<file path="config.mk">
export PLATFORM = sky130hd
export DESIGN_NAME = router_controller_mp
export DESIGN_NICKNAME = d
export VERILOG_FILES = /design/src/rtl/router_controller_mp.sv
export SDC_FILE = /design/constraint.sdc
export NUM_CORES = 1
export LEC_CHECK = 0
export CAP_MARGIN = 20
export CORE_ASPECT_RATIO = 0.8
export CORE_MARGIN = 5
export CORE_UTILIZATION = 40
export CTS_BUF_LIST = sky130_fd_sc_hd__clkbuf_16
export DETAILED_ROUTE_END_ITERATION = 10
export PLACE_DENSITY_LB_ADDON = 0.08
export SLEW_MARGIN = 20
export SYNTH_ARGS = -nofsm -noshare
export SYNTH_HDL_FRONTEND = slang
export SYNTH_SLANG_ARGS = --single-unit
</file>
<file path="constraint.sdc">
create_clock -name clk -period 3.86 [get_ports clk]
set_input_delay 0.772 -clock clk [delete_from_list [all_inputs] [get_ports clk]]
set_output_delay 0.772 -clock clk [all_outputs]
set_load 0.02 [all_outputs]
</file>
<file path="src/rtl/router_controller_mp.sv">
// router_controller_mp: round-robin crossbar transfer controller.
// Accepts one source request at a time, arbitrates for the memory port,
// then moves NUMBER_PACKET beats from the source input FIFO to the
// destination output FIFO through the crossbar before pulsing done.
//
// Optional feature macro: ROUTER_CTRL_TIMEOUT_EN adds an XFER watchdog that
// aborts after TIMEOUT_CYCLES consecutive non-beat cycles (router_err).
//
// Ports:
//   clk, rst                         clock, synchronous active-high reset
//   router_start_req/dst_port/addr   per-source requests and routing info
//   router_start_ack, router_done    one-hot accept / completion pulses
//   router_err                       watchdog abort pulse (with done)
//   busy                             controller not idle
//   write_req/write_gnt, addr        memory-arbiter handshake and address
//   empty_input_port, rd_input_port  input FIFO status / read strobes
//   full_output_port, we_output_port output FIFO status / write strobes
//   crossbar_sel, crossbar_en        per-output-port crossbar control
module router_controller_mp #(
    parameter int unsigned AURORA_DATA_WIDTH = 64,
    parameter int unsigned ADDR_WIDTH        = 10,
    parameter int unsigned NUM_PORTS         = 4,
    parameter int unsigned NUMBER_PACKET     = 19,
    parameter int unsigned TIMEOUT_CYCLES    = 255,
    localparam int unsigned PORT_W = $clog2(NUM_PORTS),
    localparam int unsigned CNT_W  = $clog2(NUMBER_PACKET + 1)
) (
    input  logic                            clk,
    input  logic                            rst,
    input  logic [NUM_PORTS-1:0]            router_start_req,
    input  logic [NUM_PORTS*PORT_W-1:0]     router_dst_port,
    input  logic [NUM_PORTS*ADDR_WIDTH-1:0] router_dst_addr,
    output logic [NUM_PORTS-1:0]            router_start_ack,
    output logic [NUM_PORTS-1:0]            router_done,
    output logic                            router_err,
    output logic                            busy,
    output logic                            write_req,
    input  logic                            write_gnt,
    output logic [ADDR_WIDTH-1:0]           addr,
    input  logic [NUM_PORTS-1:0]            empty_input_port,
    output logic [NUM_PORTS-1:0]            rd_input_port,
    input  logic [NUM_PORTS-1:0]            full_output_port,
    output logic [NUM_PORTS-1:0]            we_output_port,
    output logic [NUM_PORTS*PORT_W-1:0]     crossbar_sel,
    output logic [NUM_PORTS-1:0]            crossbar_en
);

    // Elaboration-time sanity check of the configuration.
    if (NUM_PORTS < 2 || NUMBER_PACKET < 1 || AURORA_DATA_WIDTH < 1 || TIMEOUT_CYCLES < 1)
    begin : g_cfg_check
        $error("router_controller_mp: illegal parameter set");
    end

    typedef enum logic [1:0] {IDLE, ARB, XFER, DONE} state_t;

    state_t                  state_q, state_d;
    logic [PORT_W-1:0]       src_q, src_d, dst_q, dst_d, last_q, last_d;
    logic [ADDR_WIDTH-1:0]   addr_q, addr_d;
    logic [CNT_W-1:0]        cnt_q, cnt_d;
    logic                    first_q, first_d;

    logic                    pick_vld;
    logic [PORT_W-1:0]       pick, idx, pick_dst;
    logic [ADDR_WIDTH-1:0]   pick_addr;
    logic                    src_empty, dst_full, beat_c;

`ifdef ROUTER_CTRL_TIMEOUT_EN
    localparam int unsigned WD_W = $clog2(TIMEOUT_CYCLES + 1);
    logic [WD_W-1:0]         wd_q, wd_d;
    logic                    err_q, err_d;
`else
    assign router_err = 1'b0;
`endif

    // Round-robin pick starting just after the last granted source.
    always_comb begin
        pick_vld  = 1'b0;
        pick      = '0;
        idx       = '0;
        pick_dst  = '0;
        pick_addr = '0;
        for (int unsigned i = 1; i <= NUM_PORTS; i++) begin
            idx = PORT_W'((32'(last_q) + i) % NUM_PORTS);
            if (!pick_vld && router_start_req[idx]) begin
                pick_vld = 1'b1;
                pick     = idx;
            end
        end
        for (int unsigned p = 0; p < NUM_PORTS; p++) begin
            if (PORT_W'(p) == pick) begin
                pick_dst  = router_dst_port[p*PORT_W +: PORT_W];
                pick_addr = router_dst_addr[p*ADDR_WIDTH +: ADDR_WIDTH];
            end
        end
    end

    // FIFO status of the latched source / destination.
    always_comb begin
        src_empty = 1'b1;
        dst_full  = 1'b1;
        for (int unsigned p = 0; p < NUM_PORTS; p++) begin
            if (PORT_W'(p) == src_q) src_empty = empty_input_port[p];
            if (PORT_W'(p) == dst_q) dst_full  = full_output_port[p];
        end
    end

    assign beat_c = (state_q == XFER) && !src_empty && !dst_full && write_gnt
                    && (cnt_q < CNT_W'(NUMBER_PACKET));

    // Next-state and output decode.
    always_comb begin
        state_d          = state_q;
        src_d            = src_q;
        dst_d            = dst_q;
        addr_d           = addr_q;
        cnt_d            = cnt_q;
        last_d           = last_q;
        first_d          = 1'b0;
        router_start_ack = '0;
        router_done      = '0;
        busy             = (state_q != IDLE);
        write_req        = 1'b0;
        addr             = '0;
        rd_input_port    = '0;
        we_output_port   = '0;
        crossbar_sel     = '0;
        crossbar_en      = '0;
`ifdef ROUTER_CTRL_TIMEOUT_EN
        wd_d             = wd_q;
        err_d            = err_q;
        router_err       = 1'b0;
`endif
        case (state_q)
            IDLE: begin
                if (pick_vld) begin
                    state_d = ARB;
                    src_d   = pick;
                    dst_d   = pick_dst;
                    addr_d  = pick_addr;
                    cnt_d   = '0;
                    first_d = 1'b1;
`ifdef ROUTER_CTRL_TIMEOUT_EN
                    wd_d    = '0;
                    err_d   = 1'b0;
`endif
                end
            end
            ARB: begin
                write_req = 1'b1;
                addr      = addr_q;
                for (int unsigned p = 0; p < NUM_PORTS; p++) begin
                    if (first_q && PORT_W'(p) == src_q) router_start_ack[p] = 1'b1;
                end
                if (write_gnt) state_d = XFER;
            end
            XFER: begin
                write_req = 1'b1;
                addr      = addr_q;
                for (int unsigned p = 0; p < NUM_PORTS; p++) begin
                    if (PORT_W'(p) == dst_q) begin
                        crossbar_en[p]                    = 1'b1;
                        crossbar_sel[p*PORT_W +: PORT_W]  = src_q;
                        we_output_port[p]                 = beat_c;
                    end
                    if (PORT_W'(p) == src_q) rd_input_port[p] = beat_c;
                end
                if (beat_c) begin
                    cnt_d = cnt_q + CNT_W'(1);
                    if (cnt_q == CNT_W'(NUMBER_PACKET - 1)) state_d = DONE;
`ifdef ROUTER_CTRL_TIMEOUT_EN
                    wd_d = '0;
                end else if (wd_q == WD_W'(TIMEOUT_CYCLES - 1)) begin
                    state_d = DONE;
                    err_d   = 1'b1;
                end else begin
                    wd_d = wd_q + WD_W'(1);
`endif
                end
            end
            DONE: begin
                for (int unsigned p = 0; p < NUM_PORTS; p++) begin
                    if (PORT_W'(p) == src_q) router_done[p] = 1'b1;
                end
`ifdef ROUTER_CTRL_TIMEOUT_EN
                router_err = err_q;
                err_d      = 1'b0;
                wd_d       = '0;
`endif
                cnt_d   = '0;
                last_d  = src_q;
                state_d = IDLE;
            end
            default: state_d = IDLE;
        endcase
    end

    // State and context registers.
    always_ff @(posedge clk) begin
        if (rst) begin
            state_q <= IDLE;
            src_q   <= '0;
            dst_q   <= '0;
            addr_q  <= '0;
            cnt_q   <= '0;
            last_q  <= PORT_W'(NUM_PORTS - 1);
            first_q <= 1'b0;
`ifdef ROUTER_CTRL_TIMEOUT_EN
            wd_q    <= '0;
            err_q   <= 1'b0;
`endif
        end else begin
            state_q <= state_d;
            src_q   <= src_d;
            dst_q   <= dst_d;
            addr_q  <= addr_d;
            cnt_q   <= cnt_d;
            last_q  <= last_d;
            first_q <= first_d;
`ifdef ROUTER_CTRL_TIMEOUT_EN
            wd_q    <= wd_d;
            err_q   <= err_d;
`endif
        end
    end

endmodule

</file>
==> results of run 1 <==
==> metal layers <==
| metal | global-route usage [%] | vias up | routed length (µm) |
|---|---|---|---|
| met1 | 26.0 | 887 | 2800 |
| li1 | - | 985 | - |
| met2 | 29.6 | 83 | 2530 |
| met5 | 0 | - | 0 |
| met4 | 2.11 | 0 | 16 |
| met3 | 5.23 | 2 | 449 |
==> power by group through the flow <==
stage	logic [mW]	clock network [mW]	registers [mW]
finish	0.675	0.292	0.397
global route	0.734	0.310	0.408
CTS	0.680	0.302	0.396
detailed placement	0.675	0	0.402
global placement	0.671	0	0.398
floorplan	0.462	0	0.356
==> state kept, by name, summed over array words and instances (netlist names) <==
register,count
last_q,2
addr_q,10
state_q,2
src_q,2
dst_q,2
cnt_q,5
first_q,1
==> kinds of logic (layout without fill, tap and decap cells) <==
family	after synthesis	in the layout	share of synthesized area [%]
flops	24	24	26.8
simple gates	94	94	27.2
fa+ha+maj	7	7	4.89
buf+inv	25	119	6.08
compound gates	39	39	16.2
mux	32	32	18.6
other cells	1	1	0.209
==> area by class of cell <==
type                            count  area (µm²)
Clock buffer                        3        75.1
Clock inverter                      1        30.0
Fill cell                         376        1310
Inverter                           11        41.3
Multi-Input combinational cell    173        1210
Sequential cell                    24         480
Tap cell                           57        71.3
Timing Repair Buffer              104        1040
==> per-stage QoR <==
stage,power [mW],utilization [%],instances,cell area (µm²),worst slack (ns)
after global routing,1.45,69.2,373,2950,0.126
final,1.36,69.2,373,2950,0.179
after detailed placement,1.08,66.8,369,2840,0.186
after CTS,1.38,69.2,373,2950,0.189
after global placement,1.07,66.8,369,2840,0.213
after floorplan,0.818,-,222,1790,1.01
==> worst max-delay path: stages <==
cell and delay, ns:
clkdlybuf4s50_1 0.40, mux4_2 0.54, a21oi_4 0.18, and3_2 0.24
and3_2 0.17, clkdlybuf4s50_1 0.60
==> cell usage in the layout, fill, tap and decap left out, types with 2 or more instances in the layout <==
master / n
clkdlybuf4s50_1: 102
mux2i_1: 31
nand2_1: 26
dfxtp_1: 24
nor2_1: 17
and2_1: 17
o221ai_1: 12
inv_1: 11
nor3_1: 11
ha_1: 7
a21oi_1: 6
nand2b_1: 5
and3_2: 3
nor4_1: 3
and3_1: 3
o21ai_0: 3
a31oi_1: 3
a211oi_1: 3
clkbuf_16: 3
a21oi_4: 2
o22ai_1: 2
or4_1: 2
o211ai_1: 2
buf_4: 2
==> how the worst min path moves through the flow <==
| stage | end | slack, ns | cells after the start |
|---|---|---|---|
| final | addr_q[7] | 0.45 | 2 |
| after global routing | addr_q[8] | 0.49 | 2 |
| after CTS | addr_q[7] | 0.46 | 2 |
| after detailed placement | addr_q[7] | 0.44 | 2 |
| after global placement | addr_q[6] | 0.44 | 2 |
| after floorplan | addr_q[5] | 0.42 | 2 |
==> impl_metrics.tcl, run 1 <==
set metrics [dict create \
    ys_seq_area_share_pct 26.8 \
    switching_share_pct 38.6 \
    vdd_drop_max_uv 502 \
    die_w_um 84.8 \
    grt_pass1_wl_um 9270 \
    die-area_um2 5920 \
    antenna_found_initial 0 \
    criticalPathCategory "in2out" \
    maxCapViolations 0 \
    synth.avg_cell_area_um2 8.07 \
    diodes 0 \
    grt_setup_unrepaired "no" \
    fp.dieH_um 69.8 \
    worstRegToRegCells 5 \
    period_minus_slack_ns 3.68 \
    finClkSkew_ns 0.00383 \
    hold_viol 0 \
    clockBufferDepth 2 \
    worst_slew_pin_slew_ns 0.791 \
    detail_route.wl_per_cell_um 15.5 \
    outcome "finished clean" \
    cts-root-buf "clkbuf_16" \
    period_share_pct 95.4 \
    crit_end "we_output_port[3]" \
    nNetsFinal 387 \
    cts_made_buffers 3 \
    final_max_slew_viol_count 0 \
    r2r_slack_ns 1.67 \
    p_switching_uw 526 \
    avgViaCountPerCell 5.25 \
    p_int_uw 838 \
    synth_ff_type "dfxtp_1" \
    globalRouteTotalUtil_pct 18.7 \
    cts-resized-gates 0 \
    yosysTopAreaCellShare_pct 26.8 \
    grt-ovfl-total 0 \
    r2r_start "dst_q[0]" \
    num_vias 1957 \
    ys_top_cells_by_count "31 x mux2i_1, 26 x nand2_1, 24 x dfxtp_1" \
    place_congestion 0.857 \
    rows 21 \
    ys_seq_elements 24 \
    worst_setup_path_end_kind "output pin" \
    cts_sinks 24 \
    synthTopCellsByArea "dfxtp_1 27%, mux2i_1 17%, and2_1 5.9%" \
    post-synth-top-area-cell "dfxtp_1" \
    cts_setup_buffers 0 \
    crit_start "full_output_port[3]" \
    fin_setup_tns_ns 0 \
    path_clk_slew_ns 0.06 \
    cts_hold_buffers 0 \
    cp.arrival_ns 2.91 \
    hold_path_class "reg2reg" \
    layout-drive-gt1-share_pct 4.43 \
    yosysMostFrequentCell "mux2i_1" \
    antenna_left 0 \
    cts_tree "yes" \
    cp.required_ns 3.09 \
    grt_max_degree 26 \
    pin_count 104 \
    drc 0 \
    ctsHtreeMaxLevel 1 \
    combinationalPowerShare_pct 49.5 \
    synth_warnings 0 \
    critPathLaunchType "input pin" \
    syn-instance-count 222 \
    netlist_area_um2 1790 \
    leakage_nw 1.11 \
    hold_slack_ns 0.452 \
    clkPwrFrac_pct 21.4 \
    clkLatencyLatePin_ns 0.26 \
    r2r_end "cnt_q[2]" \
    setup_viol 0 \
    power.density_nw_per_um2 463 \
    grt_pass1_vias 1823 \
    synthDistinctLibCells 40 \
    syn_nets 292 \
    power_frac_seq_pct 29.1 \
    clock.fmax_ghz 0.272 \
    detail_route.iter0.violations 138 \
    slew_headroom_pct 47.0 \
    syn_to_final_growth_pct 64.6 \
    dp_hpwl_um 4670 \
    synth-edff-count 0 \
    initial_core_util_pct 42.1 \
    worstPathMaxFanout 4 \
    fp.coreArea_um2 4260 \
    drt_wl_total_um 5790 \
    port_buffers 102 \
    worstHoldStart "addr_q[7]" \
    drtPass1Iterations 4 \
    ys_async_sr_fraction_pct 0 \
]
Note: power is estimated with default switching activity, not from simulation.
==> inputs of run 2 (changes only) <==
CORE_UTILIZATION = 30   (was 40)
==> impl_metrics.tcl, run 2 (synthesized netlist as in run 1, its figures left out) <==
set metrics [dict create \
    place_ws_ns 0.194 \
    antenna_left 0 \
    placed_cells 394 \
    ctsHtreeMaxLevel 1 \
    clock.fmax_ghz 0.272 \
    maxCapViolations 0 \
    fp.dieH_um 79.1 \
    globalRouteTotalUtil_pct 15.0 \
    die_w_um 96.4 \
    place_congestion 0.831 \
    cts_setup_buffers 0 \
    layout-drive-gt1-share_pct 4.42 \
    syn_to_final_growth_pct 65.2 \
    antenna_found_initial 0 \
    largest_reg_flops 10 \
    r2r_start "dst_q[0]" \
    drc 0 \
    worstPathMaxFanout 4 \
    hold_path_class "reg2reg" \
    fin_util_pct 50.6 \
    layout_common_cells "102 x clkdlybuf4s50_1, 31 x mux2i_1, 26 x nand2_1" \
    leakage_nw 1.11 \
    criticalPathCategory "in2out" \
    initial_core_util_pct 30.6 \
    hold_viol 0 \
    min_path_cells 2 \
    cts_sinks 24 \
    min_to "addr_q[9]" \
    grt_pass1_vias 1842 \
    grt_pass1_wl_um 8980 \
    cts_hold_buffers 0 \
    slew_headroom_pct 58.2 \
    avgViaCountPerCell 4.85 \
    fin_area_um2 2960 \
    num_vias 1931 \
    period_minus_slack_ns 3.67 \
    final_max_slew_viol_count 0 \
    drt_wl_total_um 5920 \
    cts-root-buf "clkbuf_16" \
    cp.required_ns 3.09 \
    path_delay_family "buffers and inverters" \
    worst_slew_pin_slew_ns 0.627 \
    fp.coreArea_um2 5850 \
    finClkSkew_ns 0.00110 \
    grt_max_degree 26 \
    diodes 0 \
    fin_setup_tns_ns 0 \
    clockBufferDepth 2 \
    cts_tree "yes" \
    period_share_pct 95.2 \
    detail_route.wl_per_cell_um 14.9 \
    crit_slowest_cell "clkdlybuf4s50_1" \
    worst_setup_path_end_kind "output pin" \
    path_clk_slew_ns 0.06 \
    vdd_drop_max_uv 227 \
    dp_hpwl_um 4760 \
    place_area_um2 2880 \
    pin_count 104 \
    detail_route.iter0.violations 54 \
    fin_ws_ns 0.186 \
    worstRegToRegCells 5 \
    stdcell_count 398 \
    grt_setup_unrepaired "no" \
    cp.arrival_ns 2.90 \
    die-area_um2 7620 \
    power.density_nw_per_um2 444 \
    layout_commonest_cell "clkdlybuf4s50_1" \
    nNetsFinal 388 \
    cts-resized-gates 0 \
    clkLatencyLatePin_ns 0.26 \
    worstHoldStart "addr_q[9]" \
    cts_made_buffers 3 \
    grt-ovfl-total 0 \
    r2r_slack_ns 1.67 \
    crit_buf_inv 2 \
    largest-register "addr_q" \
    r2r_end "cnt_q[2]" \
    slowest_delay_ns 0.60 \
    critPathLaunchType "input pin" \
    outcome "finished clean" \
    drtPass1Iterations 4 \
    rows 25 \
    port_buffers 102 \
    setup_viol 0 \
    reg_top3 "addr_q (10), cnt_q (5)" \
    cp_cell_sequence "clkdlybuf4s50_1 -> mux4_2 -> a21oi_4 -> and3_2 -> and3_2 -> clkdlybuf4s50_1" \
]
## run 2: changes by cell type in the layout (fill, tap and decap cells not counted), sizes merged
cell	before	now
buf	2	3
bufinv	1	0
clkinv	0	1
## run 2: worst reg2reg max path: cells and delay by family (launching register included)
family | cells | cell delay [ns]
AOI/OAI and AO/OA | 2 | 0.31
DFF | 1 | 0.51
muxes | 1 | 0.62
and+or+nand+nor | 2 | 0.68
## run 2: worst max path at each step
| stage | start | end | slack (ns) | depth (start not counted) |
|---|---|---|---|---|
| after floorplan | full_output_port[3] | we_output_port[1] | 1.01 | 4 |
| after global placement | full_output_port[3] | we_output_port[3] | 0.22 | 6 |
| after detailed placement | full_output_port[3] | we_output_port[3] | 0.19 | 6 |
| after CTS | full_output_port[2] | we_output_port[3] | 0.17 | 6 |
| after global routing | full_output_port[2] | rd_input_port[0] | 0.03 | 6 |
| final | full_output_port[2] | we_output_port[3] | 0.19 | 6 |
## run 2: power by group
part	internal (mW)	switching, mW
sequential	0.322	0.0662
combinational	0.316	0.378
clock	0.139	0.0917
## run 2: area by class of cell
class | count | area, µm²
fillers | 570 | 2890
multi-input cells | 173 | 1210
repair buffers | 105 | 1040
flip-flops and latches | 24 | 480
well taps | 81 | 101
clock buffers | 3 | 75.1
inverters | 11 | 41.3
clock inverters | 1 | 3.75
## run 2: metal layers
metal | part of all wire, % | up-vias | track usage [%]
met2 | 48 | 63 | 25.6
met1 | 45 | 878 | 19.4
met3 | 6.5 | 4 | 4.07
li1 | - | 986 | -
met5 | 0 | - | 0
met4 | 0.49 | 0 | 2.10
## run 2: per-stage QoR
step | power [mW] | hold WS (ns)
3_5_place_dp | 1.10 | 0.440
5_1_grt | 1.41 | 0.486
2_1_floorplan | 0.818 | 0.424
6_report | 1.31 | 0.454
3_3_place_gp | 1.10 | 0.436
4_1_cts | 1.33 | 0.459
==> inputs of run 3 (changes only) <==
clock period = 3.7 ns   (was 3.86 ns; I/O delays follow)
==> impl_metrics.tcl, run 3 (synthesized netlist as in run 1, its figures left out) <==
set metrics [dict create \
    drc 0 \
    hold_viol 0 \
    cts-root-buf "clkbuf_16" \
    fin_area_um2 2980 \
    criticalPathCategory "in2out" \
    grt_setup_unrepaired "no" \
    dp_hpwl_um 4870 \
    power.density_nw_per_um2 467 \
    num_vias 1961 \
    port_buffers 102 \
    cts_made_buffers 3 \
    antenna_left 0 \
    slew_headroom_pct 62.9 \
    min_path_cells 2 \
    worstPathMaxFanout 4 \
    hold_path_class "reg2reg" \
    clockBufferDepth 2 \
    leakage_nw 1.17 \
    cts_sinks 24 \
    cp_cell_sequence "clkdlybuf4s50_1 -> mux4_2 -> a21oi_4 -> and3_2 -> and3_2 -> clkdlybuf4s50_1" \
    place_area_um2 2890 \
    layout_common_cells "99 x clkdlybuf4s50_1, 31 x mux2i_1, 26 x nand2_1" \
    cp.arrival_ns 2.87 \
    cts_hold_buffers 0 \
    r2r_start "state_q[0]" \
    worst_slew_pin_slew_ns 0.557 \
    antenna_found_initial 0 \
    path_clk_slew_ns 0.06 \
    largest-register "addr_q" \
    grt_pass1_wl_um 9290 \
    r2r_end "cnt_q[2]" \
    die_w_um 96.4 \
    drt_wl_total_um 6110 \
    syn_to_final_growth_pct 66.5 \
    largest_reg_flops 10 \
    cp.required_ns 2.96 \
    fin_setup_tns_ns 0 \
    reg_top3 "addr_q (10), cnt_q (5)" \
    cts-resized-gates 0 \
    maxCapViolations 0 \
    clkLatencyLatePin_ns 0.26 \
    r2r_slack_ns 1.66 \
    grt_pass1_vias 1910 \
    worstHoldStart "addr_q[5]" \
    final_max_slew_viol_count 0 \
    layout-drive-gt1-share_pct 5.02 \
    finClkSkew_ns 0.00235 \
    pin_count 104 \
    clock.fmax_ghz 0.277 \
    detail_route.iter0.violations 71 \
    vdd_drop_max_uv 265 \
    period_share_pct 97.6 \
    grt_max_degree 26 \
    layout_commonest_cell "clkdlybuf4s50_1" \
    fp.coreArea_um2 5850 \
    critPathLaunchType "input pin" \
    grt-ovfl-total 0 \
    detail_route.wl_per_cell_um 15.3 \
    min_to "addr_q[5]" \
    ctsHtreeMaxLevel 1 \
    crit_slowest_cell "clkdlybuf4s50_1" \
    period_minus_slack_ns 3.61 \
    avgViaCountPerCell 4.90 \
    nNetsFinal 390 \
    fin_util_pct 51.0 \
    fp.dieH_um 79.1 \
    cts_tree "yes" \
    initial_core_util_pct 30.6 \
    rows 25 \
    cts_setup_buffers 0 \
    slowest_delay_ns 0.59 \
    worstRegToRegCells 6 \
    place_congestion 0.831 \
    globalRouteTotalUtil_pct 15.7 \
    hold_slack_ns 0.453 \
    diodes 0 \
    die-area_um2 7620 \
    setup_viol 0 \
    worst_setup_path_end_kind "output pin" \
    nFillCells 572 \
    outcome "finished clean" \
    drtPass1Iterations 4 \
]
[run 3: cell count changes in the layout (fill, tap and decap cells not counted)]
cell and change:
clkdlybuf4s50_1 -3, dlymetal6s2s_1 +3, buf_4 +2
[run 3: area by class of cell]
type	count	area, µm²	area share [%]
multi-input combinational	173	1210	40.7
timing repair buffer	107	1070	35.8
sequential	24	480	16.1
clock buffer	3	75.1	2.52
inverter	11	41.3	1.39
tap	81	101	3.40
clock inverter	1	3.75	0.126
[run 3: how the worst max path moves through the flow]
stage          cells after the start           startpoint           endpoint  slack [ns]
2_1_floorplan                      4  full_output_port[3]  we_output_port[1]        0.91
3_3_place_gp                       6  full_output_port[3]  we_output_port[3]        0.13
3_5_place_dp                       6  full_output_port[2]  we_output_port[3]         0.1
4_1_cts                            6  full_output_port[2]  we_output_port[3]        0.08
5_1_grt                            6  full_output_port[2]  we_output_port[3]        0.01
6_report                           6  full_output_port[2]  we_output_port[3]        0.09
[run 3: where the power goes]
| group | total (mW) | internal, mW | switching [mW] |
|---|---|---|---|
| clock network | 0.240 | 0.145 | 0.0951 |
| logic | 0.761 | 0.339 | 0.422 |
| registers | 0.391 | 0.336 | 0.0540 |
| total | 1.39 | 0.820 | 0.571 |
[run 3: per-stage QoR]
stage	power, mW	setup WS (ns)	std cells
floorplan	0.854	0.911	222
global route	1.49	0.0142	400
CTS	1.41	0.0833	400
global placement	1.16	0.126	396
finish	1.39	0.0874	400
detailed placement	1.16	0.0961	396
[run 3: layer usage]
metal / wire, µm / track usage, % / vias up / share of wire, %
li1: - / - / 992 / -
met5: 0 / 0 / - / 0
met1: 2610 / 19.1 / 905 / 43
met3: 424 / 4.36 / 6 / 6.9
met4: 84 / 3.64 / 0 / 1.4
met2: 2990 / 27.1 / 58 / 49
[run 3: critical path: cells and delay by family]
kind,cells,cell delay [ns]
muxes,1,0.53
AOI/OAI and AO/OA,1,0.19
buffers and inverters,2,0.99
and+or+nand+nor,2,0.42
